==> src/rtl/counter_clk_if.sv <==
`timescale 1ns/1ps
// ----------------------------------------------------------------------------
// counter_clk_if
//   Groups the control inputs and the seven-segment output of the counter
//   block so the board top and the bench connect through one bundle.
//   Signals:
//     up_down   1     0 = count up, 1 = count down
//     load      1     synchronous parallel load enable, active-high
//     data_in   4     value taken into the counter while load=1
//     disp_out  [0:6] segments a..g (index 0 = a), active-low (0 = lit)
//   Modports:
//     master  drives the controls, observes the display
//     slave   the counter itself: reads the controls, drives the display
// ----------------------------------------------------------------------------
interface counter_clk_if;
   logic       up_down;
   logic       load;
   logic [3:0] data_in;
   logic [0:6] disp_out;

   modport master (
      output up_down,
      output load,
      output data_in,
      input  disp_out
   );

   modport slave (
      input  up_down,
      input  load,
      input  data_in,
      output disp_out
   );
endinterface

==> src/rtl/counter_clk.sv <==
`timescale 1ns/1ps
// ----------------------------------------------------------------------------
// counter_clk
//   4-bit up/down counter with synchronous parallel load, stepped by an
//   internal clock-enable divider, decoded onto one active-low seven-segment
//   display. On the board DIV_COUNT slows counting to a visible rate; with
//   DIV_COUNT=1 the counter steps on every clock.
//   Parameters:
//     DIV_COUNT  clock cycles per count step (>= 1)
//   Ports:
//     clk    in  system clock, all state updates on the rising edge
//     reset  in  asynchronous, active-low; 0 clears counter and divider
//     bus    slave side of counter_clk_if (up_down, load, data_in, disp_out)
// ----------------------------------------------------------------------------
module counter_clk #(
   parameter int DIV_COUNT = 1
) (
   input  logic          clk,
   input  logic          reset,
   counter_clk_if.slave  bus
);

   localparam int             DIV_W    = (DIV_COUNT > 1) ? $clog2(DIV_COUNT) : 1;
   localparam logic [DIV_W-1:0] DIV_LAST = DIV_W'(DIV_COUNT - 1);

   logic [DIV_W-1:0] r_divCnt;
   logic [3:0]       r_count;
   logic             w_tick;
   logic [0:6]       w_seg;

   // The step enable fires on the last cycle of each divider period; with a
   // single-cycle period the divider sits at 0 and the enable is always high.
   assign w_tick = (r_divCnt == DIV_LAST);

   // Free-running divider. It is never held by load, so a load in the middle
   // of a period does not shift when the next count step happens.
   always_ff @(posedge clk or negedge reset) begin
      if (!reset) begin
         r_divCnt <= '0;
      end else if (w_tick) begin
         r_divCnt <= '0;
      end else begin
         r_divCnt <= r_divCnt + 1'b1;
      end
   end

   // Load has priority over counting and does not wait for the step enable.
   // The 4-bit add/subtract wraps naturally, giving F->0 up and 0->F down.
   always_ff @(posedge clk or negedge reset) begin
      if (!reset) begin
         r_count <= 4'h0;
      end else if (bus.load) begin
         r_count <= bus.data_in;
      end else if (w_tick) begin
         if (bus.up_down) begin
            r_count <= r_count - 4'h1;
         end else begin
            r_count <= r_count + 4'h1;
         end
      end
   end

   // Hex decode straight from the count register, so the display follows the
   // count in the same cycle. Codes are a..g left to right, 0 = segment lit.
   always_comb begin
      w_seg = 7'b1111111;
      case (r_count)
         4'h0: w_seg = 7'b0000001;
         4'h1: w_seg = 7'b1001111;
         4'h2: w_seg = 7'b0010010;
         4'h3: w_seg = 7'b0000110;
         4'h4: w_seg = 7'b1001100;
         4'h5: w_seg = 7'b0100100;
         4'h6: w_seg = 7'b0100000;
         4'h7: w_seg = 7'b0001111;
         4'h8: w_seg = 7'b0000000;
         4'h9: w_seg = 7'b0000100;
         4'hA: w_seg = 7'b0001000;
         4'hB: w_seg = 7'b1100000;
         4'hC: w_seg = 7'b0110001;
         4'hD: w_seg = 7'b1000010;
         4'hE: w_seg = 7'b0110000;
         4'hF: w_seg = 7'b0111000;
         default: w_seg = 7'b1111111;
      endcase
   end

   assign bus.disp_out = w_seg;

endmodule

==> src/flat_wrapper.sv <==
// flat-port wrapper written by rule: the top's interface ports become plain ports
module counter_clk_flat 
#(
   parameter int DIV_COUNT = 1
)
  (clk, reset, bus_up_down, bus_load, bus_data_in, bus_disp_out);
  counter_clk_if bus_i ();
  input  logic clk;
  input  logic reset;
  input wire logic [$bits(bus_i.up_down)-1:0] bus_up_down;
  input wire logic [$bits(bus_i.load)-1:0] bus_load;
  input wire logic [$bits(bus_i.data_in)-1:0] bus_data_in;
  output wire logic [$bits(bus_i.disp_out)-1:0] bus_disp_out;
  assign bus_i.up_down = bus_up_down;
  assign bus_i.load = bus_load;
  assign bus_i.data_in = bus_data_in;
  assign bus_disp_out = bus_i.disp_out;
  counter_clk #(.DIV_COUNT(DIV_COUNT)) u_core (.clk(clk), .reset(reset), .bus(bus_i));
endmodule
==> config.mk <==
export PLATFORM = sky130hd
export DESIGN_NAME = counter_clk_flat
export DESIGN_NICKNAME = d
export VERILOG_FILES = /design/src/rtl/counter_clk_if.sv /design/src/rtl/counter_clk.sv /design/src/flat_wrapper.sv
export SDC_FILE = /design/constraint.sdc
export NUM_CORES = 1
export LEC_CHECK = 0
export ABC_AREA = 1
export CORE_AREA = 2 2 39 41
export CTS_CLUSTER_SIZE = 14
export DETAILED_ROUTE_END_ITERATION = 6
export DIE_AREA = 0 0 41 43
export PLACE_DENSITY = 0.76
export SETUP_SLACK_MARGIN = 0.4
export SYNTH_ARGS = -nofsm -noshare
export SYNTH_HDL_FRONTEND = slang
export SYNTH_SLANG_ARGS = --single-unit
==> constraint.sdc <==
create_clock -name clk -period 1.65 [get_ports clk]
set_input_delay 0.33 -clock clk [delete_from_list [all_inputs] [get_ports clk]]
set_output_delay 0.33 -clock clk [all_outputs]
set_load 0.01 [all_outputs]
==> results of run 1 <==
## worst max-delay path by stage
stage,to,depth (start not counted)
final,bus_disp_out[3],6
after global routing,bus_disp_out[5],5
after CTS,bus_disp_out[5],6
after detailed placement,bus_disp_out[6],7
after global placement,bus_disp_out[3],6
after floorplan,bus_disp_out[6],6
## cell usage in the layout (no fill, tap or decap), types with 2 or more instances in the layout
cell type        count
buf_2                5
nand3_2              2
nor2_2               6
clkdlybuf4s50_1      6
nand2_2             12
inv_4                3
nor2_1               2
o21ai_0              2
nand2_1              8
o21ai_1              2
a21oi_2              6
buf_6               10
ha_4                 7
o21ai_2              2
buf_4               19
inv_1                5
clkbuf_4             3
dfrtp_2              3
## layer usage
| layer | global-route usage | wire length (um) |
|---|---|---|
| met1 | 0.228 | 683 |
| met2 | 0.434 | 971 |
| met3 | 0.0262 | 38 |
| met4 | 0.140 | 22 |
| met5 | 0 | 0 |
## repair_timing
action	4_1_cts	5_1_grt
hold endpoints to repair	0	0
pin swaps	17	15
gates resized for setup	64	18
buffers inserted	6	1
gates cloned	0	0
setup endpoints to repair	10	10
## critical path: stages (launching register included)
cell     delay, ns
dfrtp_2       0.44
inv_4         0.07
buf_6         0.14
ha_4          0.16
a21oi_2       0.15
o22ai_2       0.08
buf_2         0.15
## cell usage after synthesis
library cell  count
dfrtp_1           4
xor2_1            1
ha_1              8
inv_2             1
or2_4             1
o22ai_1           1
buf_4             1
o21ai_0           4
a21oi_1           6
a21boi_1          1
nand2_2           2
fa_1              1
a21oi_2           1
nand2_1          18
nor2_1            8
o21ai_1           2
nand3_1           3
inv_1             8
## power groups by stage
stage / Clock, W / Sequential [W] / Combinational, W
after floorplan: 0 / 0.000139 / 0.000272
after global placement: 0 / 0.000138 / 0.000547
after detailed placement: 0 / 0.000139 / 0.000559
after CTS: 0.000124 / 0.000143 / 0.000655
after global routing: 0.000142 / 0.000151 / 0.000805
final: 0.000120 / 0.000148 / 0.000746
## final cells by class
class,count,area share
Clock buffer,3,0.0209
Inverter,9,0.0383
Timing Repair Buffer,41,0.324
Tap cell,16,0.0186
Sequential cell,4,0.0964
Multi-Input combinational cell,57,0.502
## cells by family after synthesis
kind of cell    count (synthesis)  synth area share
buf+inv                        10            0.0848
compound gates                 15             0.170
fa+ha+maj                       9             0.247
xor+xnor                        1            0.0180
flops                           4             0.206
simple gates                   32             0.275
## stage by stage
stage	instances	TNS, ns
CTS	129	-0.595
global route	130	-0.971
detailed placement	120	-1.76
global placement	120	-1.46
finish	130	-0.446
floorplan	71	0
==> flow_summary.yaml, run 1 <==
cells_and_area:
  ff_latch_area_um2: 104
  top_register: "u_core.r_count"
  fin_nets: 133
  utilization: 0.778
  syn2layout_area_growth_pct: 121
  multi_input_area_um2: 541
  design_area_mm2: 0.00108
  largest_register_ffs: 4
  drive_above_1_share: 0.737
  diodes: 0
  fillers: 84
  top_regs: "u_core.r_count (4)"
global_routing:
  grt_usage: 0.237
  grt_pass1_wl_mm: 2.75
  grt-ovfl-total: 0
  grt_max_degree: 9
  grt_pass1_vias: 658
  antenna_found_initial: 0
detailed_routing:
  antenna_left: 0
  wl_per_cell_um: 13.2
  drtPass1Iterations: 2
  remaining_drc_errors: 0
  drtIter0Drc: 2
  vias_per_cell: 4.82
  num_vias: 626
  wirelength_mm: 1.72
cts:
  insertion_delay_ns: 0.23
  cts_hold_buf: 0
  htreeDepth: 1
  clockBufferDepth: 2
  cts-buffers-inserted: 3
  clock-root-buffer: "clkbuf_4"
  clkSinkCount: 4
  path_clk_slew_ns: 0.04
  cts_tree: "done"
logic_synthesis:
  yosysSeqAreaShare: 0.206
  synth_cell_types: 18
  yosysTopAreaCellShare: 0.206
  synth.avg_cell_area_um2: 6.86
  synth_fp_nets: 88
  ys_ff_latch: 4
  synth_area_leaders: "dfrtp_1 21%, ha_1 21%, nand2_1 14%"
  syn_inst: 71
  synthesis.area_um2: 487
  synth_warnings: 0
  synth_top_area_cell: "dfrtp_1"
place:
  hpwl_mm: 1.02
  placed_cell_area_um2: 821
  port_buffers: 14
  gp_congestion: 0.762
  dpl_worst_slack_ns: -0.268
sta:
  worst_slack_ns: -0.0995
  setup_viol: 7
  maxClockFrequency_mhz: 572
  finalCriticalPeriod_ns: 1.75
  min_period_over_period: 1.06
  worst_pin_slew_ns: 0.376
  hold_viol_final: 0
  slew_headroom: 0.746
  rsz0062_at_grt: "yes"
  maxSlewViolCount: 0
  hold_slack_ns: 0.295
  finalClockSkew_ns: 0.0000562
pwr:
  power_w: 0.00101
  seqPwrFrac: 0.146
  combinationalPowerShare: 0.736
  netSwitchingPower_w: 0.000420
  clock_power_share: 0.118
  power_density_mw_per_mm2: 941
  p_sw_frac: 0.415
  peakVddDrop_v: 0.000675
  internal_power_w: 0.000593
  power_leakage_nw: 0.500
floorplan:
  die-height_um: 43
  rows: 14
  start_util: 0.352
  coreArea_mm2: 0.00138
  fp.dieArea_mm2: 0.00176
  die_w_um: 41
  io_pins: 15
setup_path:
  r2r_setup_slack_ns: 0.09
  crit_fanout: 4
  r2r_end: "u_core.r_count[1]$_DFF_PN0_"
  required_ns: 1.32
  reg2reg_depth: 6
  worstSetupStartpointType: "flip-flop"
  r2r_start: "u_core.r_count[1]$_DFF_PN0_"
  worstPathArrival_ns: 1.42
  worstSetupPathType: "reg2out"
  crit_start: "u_core.r_count[0]$_DFF_PN0_"
  crit_path_end_kind: "output port"
job:
  drv_cap: 0
min_path:
  hold_class: "in2async"
status:
  violations: "negative setup slack"
  status: "complete, but fails checks"
Power figures use the tool's default switching activity.
==> inputs of run 2 (changes only) <==
--- a/config.mk
+++ b/config.mk
@@ -10,7 +10,7 @@
 export CTS_CLUSTER_SIZE = 14
 export DETAILED_ROUTE_END_ITERATION = 6
 export DIE_AREA = 0 0 41 43
-export PLACE_DENSITY = 0.76
+export PLACE_DENSITY_LB_ADDON = 0.15
 export SETUP_SLACK_MARGIN = 0.4
 export SYNTH_ARGS = -nofsm -noshare
 export SYNTH_HDL_FRONTEND = slang
==> run 2 against run 1 <==
The run still ends with negative setup slack left; clock skew rose by 0.0050 ns; critical path depth rose by 1; global-route usage fell by 4.6 points; flip-flop and latch count did not move; combinational power fell by 18%; highest routed layer unchanged.
==> flow_summary.yaml, run 2 (synthesis gave the netlist of run 1 again) <==
cts:
  htreeDepth: 1
  clockBufferDepth: 2
  cts_tree: "done"
  cts-buffers-inserted: 3
  clock-root-buffer: "clkbuf_4"
  path_clk_slew_ns: 0.04
  insertion_delay_ns: 0.23
  clkSinkCount: 4
floorplan:
  die-height_um: 43
  coreArea_mm2: 0.00138
  fp.dieArea_mm2: 0.00176
  rows: 14
  die_w_um: 41
  start_util: 0.352
  io_pins: 15
cells_and_area:
  diodes: 0
  fin_nets: 128
  final_cell_mix: "20 x buf_4, 14 x nand2_1, 6 x nand2_2, 6 x clkdlybuf4s50_1"
  utilization: 0.680
  top_register: "u_core.r_count"
  drive_above_1_share: 0.587
  top_regs: "u_core.r_count (4)"
  final_common_cell: "buf_4"
  largest_register_ffs: 4
  fillers: 120
  syn2layout_area_growth_pct: 93.3
sta:
  min_period_over_period: 1.05
  maxClockFrequency_mhz: 579
  worst_slack_ns: -0.0779
  maxSlewViolCount: 0
  slew_headroom: 0.829
  setup_viol: 7
  rsz0062_at_grt: "yes"
  hold_viol_final: 0
  worst_pin_slew_ns: 0.255
  finalCriticalPeriod_ns: 1.73
  finalClockSkew_ns: 0.00502
global_routing:
  grt_max_degree: 9
  grt_usage: 0.191
  grt_pass1_wl_mm: 2.29
  antenna_found_initial: 0
  grt-ovfl-total: 0
  grt_pass1_vias: 597
setup_path:
  crit_buf_inv: 2
  critical-path-slowest-cell: "dfrtp_1"
  path_cells: "buf_6 > ha_2 > nand2_2 > nand2_1 > nor2_1 > nor2_2 > buf_2"
  required_ns: 1.32
  crit_fanout: 4
  worstSetupPathType: "reg2out"
  crit_path_end_kind: "output port"
  worstPathArrival_ns: 1.40
  worstSetupStartpointType: "flip-flop"
  crit_path_max_incr_delay_ns: 0.39
  path_delay_family: "flip-flops"
pwr:
  peakVddDrop_v: 0.000630
  power_density_mw_per_mm2: 924
  power_leakage_nw: 0.461
job:
  drv_cap: 0
status:
  violations: "negative setup slack"
  status: "complete, but fails checks"
detailed_routing:
  drtPass1Iterations: 2
  antenna_left: 0
  num_vias: 596
  remaining_drc_errors: 0
  drtIter0Drc: 3
  wirelength_mm: 1.42
  wl_per_cell_um: 11.4
  vias_per_cell: 4.77
place:
  gp_congestion: 0.714
  dpl_worst_slack_ns: -0.258
  hpwl_um: 972
  port_buffers: 14
min_path:
  hold_class: "in2async"
[run 2: report_power, final]
group / switching [W] / internal, W / total (W)
logic: 0.000289 / 0.000320 / 0.000609
registers: 0.0000256 / 0.000117 / 0.000143
clock network: 0.0000364 / 0.0000811 / 0.000117
total: 0.000351 / 0.000518 / 0.000869
[run 2: final timing paths]
check / from / end / slack [ns] / cells after the start
max: u_core.r_count[1]$_DFF_PN0_ / bus_disp_out[1] / -0.08 / 7
min: reset / u_core.r_count[1]$_DFF_PN0_ / 0.30 / 1
max reg2reg: u_core.r_count[2]$_DFF_PN0_ / u_core.r_count[3]$_DFF_PN0_ / 0.15 / 7
min reg2reg: u_core.r_count[0]$_DFF_PN0_ / u_core.r_count[0]$_DFF_PN0_ / 0.76 / 3
max in group asynchronous: reset / u_core.r_count[2]$_DFF_PN0_ / 1.17 / 1
min in group clk: bus_data_in[1] / u_core.r_count[1]$_DFF_PN0_ / 0.65 / 3
[run 2: stage by stage]
step / std cells / TNS, ns / total power (W) / instance area [um^2] / hold slack, ns
after CTS: 123 / -0.335 / 0.000832 / 902 / 0.300
after floorplan: 71 / 0 / 0.000411 / 518 / 0.0344
after global routing: 125 / -0.804 / 0.000947 / 941 / 0.312
after global placement: 118 / -1.72 / 0.000677 / 806 / 0.542
after detailed placement: 118 / -1.86 / 0.000683 / 806 / 0.544
final: 125 / -0.378 / 0.000869 / 941 / 0.299
[run 2: worst reg2reg max path, cell delays in order, from the launching register on]
cell	delay (ns)
dfrtp_2	0.46
buf_4	0.16
ha_1	0.28
or2_4	0.23
nand2_1	0.06
nand2_1	0.04
nand3_1	0.08
nand2_1	0.06
[run 2: timing repair]
| item | in CTS | in global routing |
|---|---|---|
| gates cloned | 0 | 0 |
| pin swaps | 11 | 5 |
| hold buffers | 0 | 0 |
| buffers inserted | 2 | 2 |
| hold endpoints to repair | 0 | 0 |
| setup endpoints to repair | 10 | 10 |
| gates resized for setup | 54 | 4 |
[run 2: metal layers]
metal,global-route usage,part of all wire,up-vias
li1,-,-,309
met1,0.181,0.36,272
met2,0.369,0.61,13
met3,0.0366,0.030,2
met4,0.0600,0.0077,0
met5,0,0,-
[run 2: layout make-up]
class	count	area [um^2]	area share
Multi-Input combinational cell	57	470	0.500
Sequential cell	4	103	0.109
Tap cell	16	20.0	0.0213
Timing Repair Buffer	36	289	0.307
Inverter	9	36.3	0.0386
Clock buffer	3	22.5	0.0239
